[config.mk]
export PLATFORM = sky130hd
export DESIGN_NAME = mc_ctrl_flat
export DESIGN_NICKNAME = d
export VERILOG_FILES = /design/src/rtl/mc_pkg.sv /design/src/rtl/mc_ctrl_if.sv /design/src/rtl/mc_ctrl_next.sv /design/src/rtl/mc_ctrl.sv /design/src/flat_wrapper.sv
export SDC_FILE = /design/constraint.sdc
export NUM_CORES = 1
export LEC_CHECK = 0
export ABC_AREA = 1
export BUFFER_PORTS_ARGS = -buffer_cell sky130_fd_sc_hd__buf_2
export CORE_MARGIN = 1.5
export CORE_UTILIZATION = 43
export DETAILED_ROUTE_END_ITERATION = 16
export GPL_ROUTABILITY_DRIVEN = 0
export PLACE_DENSITY = 0.78
export RECOVER_POWER = 50
export SLEW_MARGIN = 5
export SYNTH_ARGS = -nofsm -noshare
export SYNTH_HDL_FRONTEND = slang
export SYNTH_SLANG_ARGS = --single-unit
[constraint.sdc]
create_clock -name clk -period 1.29 [get_ports clk]
set_input_delay 0.1935 -clock clk [delete_from_list [all_inputs] [get_ports clk]]
set_output_delay 0.1935 -clock clk [all_outputs]
set_load 0.1 [all_outputs]
[src/rtl/mc_pkg.sv]
// Shared encodings for the multicycle MIPS control FSM: states, opcodes,
// mux select codes and the packed control word driven by mc_ctrl.
package mc_pkg;

  typedef enum logic [3:0] {
    S_FETCH   = 4'd0,
    S_DECODE  = 4'd1,
    S_MEMADR  = 4'd2,
    S_MEMRD   = 4'd3,
    S_MEMWB   = 4'd4,
    S_MEMWR   = 4'd5,
    S_RTYPEEX = 4'd6,
    S_RTYPEWB = 4'd7,
    S_BREX    = 4'd8,
    S_IMMEX   = 4'd9,
    S_IMMWB   = 4'd10,
    S_JEX     = 4'd11,
    S_JALEX   = 4'd12,
    S_JREX    = 4'd13,
    S_RSV14   = 4'd14,
    S_RSV15   = 4'd15
  } state_t;

  localparam logic [5:0] OP_RTYPE = 6'b000000;
  localparam logic [5:0] OP_LW    = 6'b100011;
  localparam logic [5:0] OP_SW    = 6'b101011;
  localparam logic [5:0] OP_BEQ   = 6'b000100;
  localparam logic [5:0] OP_BNE   = 6'b000101;
  localparam logic [5:0] OP_ADDI  = 6'b001000;
  localparam logic [5:0] OP_ADDIU = 6'b001001;
  localparam logic [5:0] OP_ORI   = 6'b001101;
  localparam logic [5:0] OP_LUI   = 6'b001111;
  localparam logic [5:0] OP_J     = 6'b000010;
  localparam logic [5:0] OP_JAL   = 6'b000011;
  localparam logic [5:0] FN_JR    = 6'b001000;

  localparam logic [1:0] SRCB_B     = 2'b00;
  localparam logic [1:0] SRCB_FOUR  = 2'b01;
  localparam logic [1:0] SRCB_IMM   = 2'b10;
  localparam logic [1:0] SRCB_IMMSH = 2'b11;

  localparam logic [1:0] PCSRC_ALU    = 2'b00;
  localparam logic [1:0] PCSRC_ALUOUT = 2'b01;
  localparam logic [1:0] PCSRC_JUMP   = 2'b10;
  localparam logic [1:0] PCSRC_REGA   = 2'b11;

  localparam logic [1:0] ALUOP_ADD   = 2'b00;
  localparam logic [1:0] ALUOP_SUB   = 2'b01;
  localparam logic [1:0] ALUOP_OR    = 2'b10;
  localparam logic [1:0] ALUOP_FUNCT = 2'b11;

  typedef struct packed {
    logic       pcen;
    logic       iord;
    logic       memwrite;
    logic       irwrite;
    logic       regdst;
    logic       memtoreg;
    logic       regwrite;
    logic       alusrca;
    logic [1:0] alusrcb;
    logic [1:0] pcsrc;
    logic [1:0] aluop;
    logic       signext;
    logic       shiftl16;
    logic       link;
    logic       illegal;
  } ctrl_t;

  function automatic logic op_legal(input logic [5:0] op);
    case (op)
      OP_RTYPE, OP_LW, OP_SW, OP_BEQ, OP_BNE, OP_ADDI, OP_ADDIU,
      OP_ORI, OP_LUI, OP_J, OP_JAL: op_legal = 1'b1;
      default:                      op_legal = 1'b0;
    endcase
  endfunction

endpackage

[src/rtl/mc_ctrl_if.sv]
// Controller <-> datapath bundle: IR fields and flags in, mux selects and enables out.
// master is the controller side, slave the datapath side.
interface mc_ctrl_if #(parameter int STATE_W = 4);
  logic [5:0]         op;
  logic [5:0]         funct;
  logic               zero;
  logic               mem_ready;
  logic               pcen;
  logic               iord;
  logic               memwrite;
  logic               irwrite;
  logic               regdst;
  logic               memtoreg;
  logic               regwrite;
  logic               alusrca;
  logic [1:0]         alusrcb;
  logic [1:0]         pcsrc;
  logic [1:0]         aluop;
  logic               signext;
  logic               shiftl16;
  logic               link;
  logic               illegal;
  logic [STATE_W-1:0] state_o;

  modport master (
    input  op, funct, zero, mem_ready,
    output pcen, iord, memwrite, irwrite, regdst, memtoreg, regwrite, alusrca,
           alusrcb, pcsrc, aluop, signext, shiftl16, link, illegal, state_o
  );

  modport slave (
    output op, funct, zero, mem_ready,
    input  pcen, iord, memwrite, irwrite, regdst, memtoreg, regwrite, alusrca,
           alusrcb, pcsrc, aluop, signext, shiftl16, link, illegal, state_o
  );
endinterface

[src/rtl/mc_ctrl_next.sv]
// Combinational next-state logic for the multicycle control FSM.
// Zero latency; rdy holds FETCH/MEMRD/MEMWR until the memory access completes.
module mc_ctrl_next
  import mc_pkg::*;
(
  input  state_t     state,
  input  logic [5:0] op,
  input  logic [5:0] funct,
  input  logic       rdy,
  output state_t     next
);

  always_comb begin
    next = S_FETCH;
    case (state)
      S_FETCH:  next = rdy ? S_DECODE : S_FETCH;
      S_DECODE: begin
        case (op)
          OP_LW, OP_SW:                    next = S_MEMADR;
          OP_RTYPE:                        next = (funct == FN_JR) ? S_JREX : S_RTYPEEX;
          OP_BEQ, OP_BNE:                  next = S_BREX;
          OP_ADDI, OP_ADDIU, OP_ORI, OP_LUI: next = S_IMMEX;
          OP_J:                            next = S_JEX;
          OP_JAL:                          next = S_JALEX;
          default:                         next = S_FETCH;
        endcase
      end
      S_MEMADR:  next = (op == OP_LW) ? S_MEMRD : S_MEMWR;
      S_MEMRD:   next = rdy ? S_MEMWB : S_MEMRD;
      S_MEMWR:   next = rdy ? S_FETCH : S_MEMWR;
      S_RTYPEEX: next = S_RTYPEWB;
      S_IMMEX:   next = S_IMMWB;
      default:   next = S_FETCH;
    endcase
  end

endmodule

[src/rtl/mc_ctrl.sv]
// Multicycle MIPS control FSM: Moore outputs per state, refined by op in EX states.
// One state per cycle; MC_CTRL_MEMWAIT_EN makes mem_ready stall FETCH/MEMRD/MEMWR.
module mc_ctrl
  import mc_pkg::*;
#(
  parameter int STATE_W = 4
) (
  input  logic     clk,
  input  logic     reset_n,
  mc_ctrl_if.master bus
);

  state_t state;
  state_t next;
  logic   rdy;
  ctrl_t  ctl;

`ifdef MC_CTRL_MEMWAIT_EN
  assign rdy = bus.mem_ready;
`else
  logic unused_mem_ready;
  assign unused_mem_ready = bus.mem_ready;
  assign rdy = 1'b1;
`endif

  mc_ctrl_next u_next (
    .state (state),
    .op    (bus.op),
    .funct (bus.funct),
    .rdy   (rdy),
    .next  (next)
  );

  always_ff @(posedge clk) begin
    if (!reset_n) state <= S_FETCH;
    else          state <= next;
  end

  always_comb begin
    ctl = '0;
    case (state)
      S_FETCH: begin
        ctl.alusrcb = SRCB_FOUR;
        ctl.irwrite = rdy;
        ctl.pcen    = rdy;
      end
      S_DECODE: begin
        ctl.alusrcb = SRCB_IMMSH;
        ctl.signext = 1'b1;
        ctl.illegal = !op_legal(bus.op);
      end
      S_MEMADR: begin
        ctl.alusrca = 1'b1;
        ctl.alusrcb = SRCB_IMM;
        ctl.signext = 1'b1;
      end
      S_MEMRD: ctl.iord = 1'b1;
      S_MEMWB: begin
        ctl.memtoreg = 1'b1;
        ctl.regwrite = 1'b1;
      end
      S_MEMWR: begin
        ctl.iord     = 1'b1;
        ctl.memwrite = 1'b1;
      end
      S_RTYPEEX: begin
        ctl.alusrca = 1'b1;
        ctl.alusrcb = SRCB_B;
        ctl.aluop   = ALUOP_FUNCT;
      end
      S_RTYPEWB: begin
        ctl.regdst   = 1'b1;
        ctl.regwrite = 1'b1;
      end
      S_BREX: begin
        ctl.alusrca = 1'b1;
        ctl.aluop   = ALUOP_SUB;
        ctl.pcsrc   = PCSRC_ALUOUT;
        ctl.pcen    = (bus.op == OP_BNE) ? !bus.zero : bus.zero;
      end
      S_IMMEX: begin
        ctl.alusrca = 1'b1;
        ctl.alusrcb = SRCB_IMM;
        case (bus.op)
          OP_ORI:  ctl.aluop    = ALUOP_OR;
          OP_LUI:  ctl.shiftl16 = 1'b1;
          default: ctl.signext  = 1'b1;
        endcase
      end
      S_IMMWB: ctl.regwrite = 1'b1;
      S_JEX: begin
        ctl.pcsrc = PCSRC_JUMP;
        ctl.pcen  = 1'b1;
      end
      S_JALEX: begin
        // PC already holds PC+4 here; datapath routes it to $31 under link
        ctl.pcsrc    = PCSRC_JUMP;
        ctl.pcen     = 1'b1;
        ctl.link     = 1'b1;
        ctl.regwrite = 1'b1;
      end
      S_JREX: begin
        ctl.pcsrc = PCSRC_REGA;
        ctl.pcen  = 1'b1;
      end
      default: ctl = '0;
    endcase
    if (!reset_n) ctl = '0;
  end

  assign bus.pcen     = ctl.pcen;
  assign bus.iord     = ctl.iord;
  assign bus.memwrite = ctl.memwrite;
  assign bus.irwrite  = ctl.irwrite;
  assign bus.regdst   = ctl.regdst;
  assign bus.memtoreg = ctl.memtoreg;
  assign bus.regwrite = ctl.regwrite;
  assign bus.alusrca  = ctl.alusrca;
  assign bus.alusrcb  = ctl.alusrcb;
  assign bus.pcsrc    = ctl.pcsrc;
  assign bus.aluop    = ctl.aluop;
  assign bus.signext  = ctl.signext;
  assign bus.shiftl16 = ctl.shiftl16;
  assign bus.link     = ctl.link;
  assign bus.illegal  = ctl.illegal;
  assign bus.state_o  = reset_n ? STATE_W'(state) : '0;

endmodule

[src/flat_wrapper.sv]
// flat-port wrapper written by rule: the top's interface ports become plain ports
module mc_ctrl_flat import mc_pkg::*;
#(
  parameter int STATE_W = 4
)
  (clk, reset_n, bus_op, bus_funct, bus_zero, bus_mem_ready, bus_pcen, bus_iord, bus_memwrite, bus_irwrite, bus_regdst, bus_memtoreg, bus_regwrite, bus_alusrca, bus_alusrcb, bus_pcsrc, bus_aluop, bus_signext, bus_shiftl16, bus_link, bus_illegal, bus_state_o);
  mc_ctrl_if #(.STATE_W(STATE_W)) bus_i ();
  input  logic clk;
  input  logic reset_n;
  input wire logic [$bits(bus_i.op)-1:0] bus_op;
  input wire logic [$bits(bus_i.funct)-1:0] bus_funct;
  input wire logic [$bits(bus_i.zero)-1:0] bus_zero;
  input wire logic [$bits(bus_i.mem_ready)-1:0] bus_mem_ready;
  output wire logic [$bits(bus_i.pcen)-1:0] bus_pcen;
  output wire logic [$bits(bus_i.iord)-1:0] bus_iord;
  output wire logic [$bits(bus_i.memwrite)-1:0] bus_memwrite;
  output wire logic [$bits(bus_i.irwrite)-1:0] bus_irwrite;
  output wire logic [$bits(bus_i.regdst)-1:0] bus_regdst;
  output wire logic [$bits(bus_i.memtoreg)-1:0] bus_memtoreg;
  output wire logic [$bits(bus_i.regwrite)-1:0] bus_regwrite;
  output wire logic [$bits(bus_i.alusrca)-1:0] bus_alusrca;
  output wire logic [$bits(bus_i.alusrcb)-1:0] bus_alusrcb;
  output wire logic [$bits(bus_i.pcsrc)-1:0] bus_pcsrc;
  output wire logic [$bits(bus_i.aluop)-1:0] bus_aluop;
  output wire logic [$bits(bus_i.signext)-1:0] bus_signext;
  output wire logic [$bits(bus_i.shiftl16)-1:0] bus_shiftl16;
  output wire logic [$bits(bus_i.link)-1:0] bus_link;
  output wire logic [$bits(bus_i.illegal)-1:0] bus_illegal;
  output wire logic [$bits(bus_i.state_o)-1:0] bus_state_o;
  assign bus_i.op = bus_op;
  assign bus_i.funct = bus_funct;
  assign bus_i.zero = bus_zero;
  assign bus_i.mem_ready = bus_mem_ready;
  assign bus_pcen = bus_i.pcen;
  assign bus_iord = bus_i.iord;
  assign bus_memwrite = bus_i.memwrite;
  assign bus_irwrite = bus_i.irwrite;
  assign bus_regdst = bus_i.regdst;
  assign bus_memtoreg = bus_i.memtoreg;
  assign bus_regwrite = bus_i.regwrite;
  assign bus_alusrca = bus_i.alusrca;
  assign bus_alusrcb = bus_i.alusrcb;
  assign bus_pcsrc = bus_i.pcsrc;
  assign bus_aluop = bus_i.aluop;
  assign bus_signext = bus_i.signext;
  assign bus_shiftl16 = bus_i.shiftl16;
  assign bus_link = bus_i.link;
  assign bus_illegal = bus_i.illegal;
  assign bus_state_o = bus_i.state_o;
  mc_ctrl #(.STATE_W(STATE_W)) u_core (.clk(clk), .reset_n(reset_n), .bus(bus_i));
endmodule
==> results of run 1 <==
-- cells by family after synthesis --
family | count (synthesis) | synth area share
buf+inv | 30 | 0.166
flops | 4 | 0.115
simple gates | 88 | 0.582
compound gates | 16 | 0.137
-- metrics by stage --
stage / hold WS [ps] / cells / setup TNS [ps] / setup WS, ps / instance area (um2)
after global placement: 667 / 220 / -1700 / -225 / 1710
after floorplan: 397 / 138 / -4630 / -475 / 951
-- synthesized netlist by cell type, drive strengths merged --
cell,instances
nand4,4
dfxtp,4
nor3,1
nor4,1
o21bai,2
o21ai,4
a21oi,8
nand2,40
or2,1
buf,2
nand3b,1
nand3,10
nor2,30
inv,28
a31oi,2
==> impl_metrics.toml, run 1 <==
[yosys]
netlist_area_um2 = 694
syn-instance-count = 138
synthTopCellsByArea = "nand2_1 21%, inv_1 12%, nor2_1 12%"
synth_top_area_frac = 0.205
synth_sequential_area_ratio = 0.115
synth_fp_nets = 154
yosys.area.top_type = "nand2_1"
avgSynthCellArea_um2 = 5.03
ys_types = 21
ys_warn_count = 0
synth-seq-cells = 4

[outcome]
outcome = "did not finish"
failed_stage = "detailed placement"
stop_error = "[ERROR DPL-0038] Utilization greater than 100%, impossible to legalize"

[floorplan]
row_count = 14
io_pins = 38
die_h_um = 43.2
die_w_um = 43.2
start_util = 0.461

[placed_design]
portBuffers = 36
==> run 2, diff against run 1 <==
Settings changed: CORE_AREA set to 2 2 63 65, CORE_MARGIN 1.5 to unset, CORE_UTILIZATION 43 to unset, DIE_AREA set to 0 0 65 67, PLACE_DENSITY 0.78 to unset, PLACE_DENSITY_LB_ADDON set to 0.15.
==> impl_metrics.toml, run 2 <==
[timing]
max_freq_mhz = 607
maxSlewHeadroom = 0.804
whs_ps = 476
rsz0062_at_grt = "yes"
setup_viol = 21
final-hold-violation-count = 0
setup_ws_ps = -357
worstMarginPinSlew_ps = 292
period_share = 1.28
min_period_ps = 1650
slew_viol_final = 0
clock_skew_ps = 3.15

[detailed_routing]
wl_mm = 3.06
wl_met1_mm = 1.29
met2_length_mm = 1.66
wl_per_cell_um = 11.1
num_vias = 1178
drc_errors = 0
top_layer = "met3"
drt-initial-drc-count = 20
avgViaCountPerCell = 4.28
dr.pass1.iters = 4
wl_met3_um = 113
detail-route-antenna-nets = 0

[yosys]
yosys.cell_count.top_type = "nand2_1"
ys_types = 21
synthArstFlopShare = 0
synthFlopType = "dfxtp_1"
synth_sequential_area_ratio = 0.115
avgSynthCellArea_um2 = 5.03
yosys.area.top_type = "nand2_1"
synth-seq-cells = 4
syn-instance-count = 138
synthTopCellsByArea = "nand2_1 21%, inv_1 12%, nor2_1 12%"
synth_fp_nets = 154
yosys-top-cells-count = "38 x nand2_1, 23 x inv_1, 22 x nor2_1, 10 x nand3_1"
netlist_area_um2 = 694
ys_warn_count = 0
synth_top_area_frac = 0.205
synth-edff-count = 0

[clock_tree]
clk_pin_slew_ps = 30
clock_latency_ps = 210
cts_sinks = 4
hold_buffers = 0
htreeDepth = 1
clockRootBuffer = "clkbuf_8"
numCtsBuffers = 3
clk_path_buf_depth = 2
cts_tree = "done"

[final_layout]
reg_top3 = "u_core.state: 4 flops"
syn_to_final_growth_pct = 200
drive_above_1_share = 0.718
nets = 245
top_register = "u_core.state"
final_cell_mix = "38 x buf_4, 21 x nand2_1, 21 x buf_12"
final_common_cell = "buf_4"
diodes = 0
largest_register_ffs = 4

[critical_path]
rr_worst_depth = 8
crit_fanout = 4
reg2reg_from = "u_core.state[1]"
regToRegSetupSlack_ps = -110
worstReg2RegEnd = "u_core.state[2]"
crit_type = "reg2out"
required_ps = 1100
start_kind = "register"
end_kind = "output pin"
worst_ep_arrival_time_ps = 1450

[outcome]
outcome = "complete, but fails checks"
violations = "setup timing"

[floorplan]
io_pins = 38
die_w_um = 65
die_area_um2 = 4360
row_count = 22
die_h_um = 67
core_area_um2 = 3610
start_util = 0.193

[power]
peakVddDrop_mv = 0.344
p_leak_uw = 0.000973
cellPowerDensity_nw_per_um2 = 477
power_uw = 994

[worst_hold_path]
hp-start = "bus_funct[2]"
worstHoldPathCells = 8
min_path_type = "in2reg"
min_to = "u_core.state[0]"

[global_routing]
grt_max_degree = 9
antenna_found_initial = 0
grt_usage = 0.146
grt_pass1_wl_mm = 5.03
grt_pass1_vias = 1140
gr-total-overflow = 0

[placed_design]
place_hpwl_mm = 2.45
portBuffers = 36

[flow_run]
maxCapViolCount = 0
-- run 2: worst max path at each step --
stage          cells after the start  slack [ps]        endpoint            start
5_1_grt                            9        -410        bus_pcen  u_core.state[0]
6_report                           9        -360        bus_pcen  u_core.state[0]
2_1_floorplan                      6        -470        bus_pcen  u_core.state[3]
3_5_place_dp                       8        -290     bus_illegal        bus_op[2]
3_3_place_gp                       7        -240    bus_aluop[1]  u_core.state[1]
4_1_cts                            8        -370  bus_alusrcb[1]  u_core.state[1]
-- run 2: metal layers --
layer,up-vias,global-route usage
met1,541,0.177
met4,0,0.0160
li1,611,-
met3,0,0.0253
met2,26,0.274
met5,-,0
-- run 2: what timing repair did --
action,CTS,global route
hold endpoints to repair,0,0
resized for setup,23,23
pin swaps,12,13
endpoints found under the setup margin,21,21
buffers inserted,10,4
cloned,0,0
-- run 2: cell families after synthesis --
| logic type | Yosys count | synth area share |
|---|---|---|
| flip-flops | 4 | 0.115 |
| AO/OA/AOI/OAI | 16 | 0.137 |
| AND/OR/NAND/NOR | 88 | 0.582 |
| buffers and inverters | 30 | 0.166 |
-- run 2: final cells by class --
type	count	area (um2)
fillers	313	1520
well taps	48	60.1
clock buffers	3	41.3
flip-flops and latches	4	95.1
repair buffers	88	947
multi-input cells	104	797
inverters	28	144
-- run 2: where the power goes --
part	total, uW	switching [uW]	internal (uW)
logic	605	359	246
registers	132	6.51	125
clock network	258	59.3	198
total	994	425	569
-- run 2: through the flow --
step                setup slack [ps]  cell area [um2]  setup TNS (ps)  instances  utilization
global placement                -238             1800           -2000        259        0.499
floorplan                       -475              951           -4630        138            -
finish                          -357             2080           -5480        275        0.578
global route                    -414             2080           -6770        275        0.578
detailed placement              -289             1800           -2230        259        0.499
CTS                             -365             2000           -5480        272        0.555
-- run 2: critical path, cell delays in order (launching register included) --
cell and delay, ps:
dfxtp_4 330, buf_6 130, buf_4 130, nand2_2 80, inv_2 60, nand2_4 70, a21oi_4 60, nor2_2 160
nand2_4 60, buf_12 160
Power figures use the tool's default switching activity.
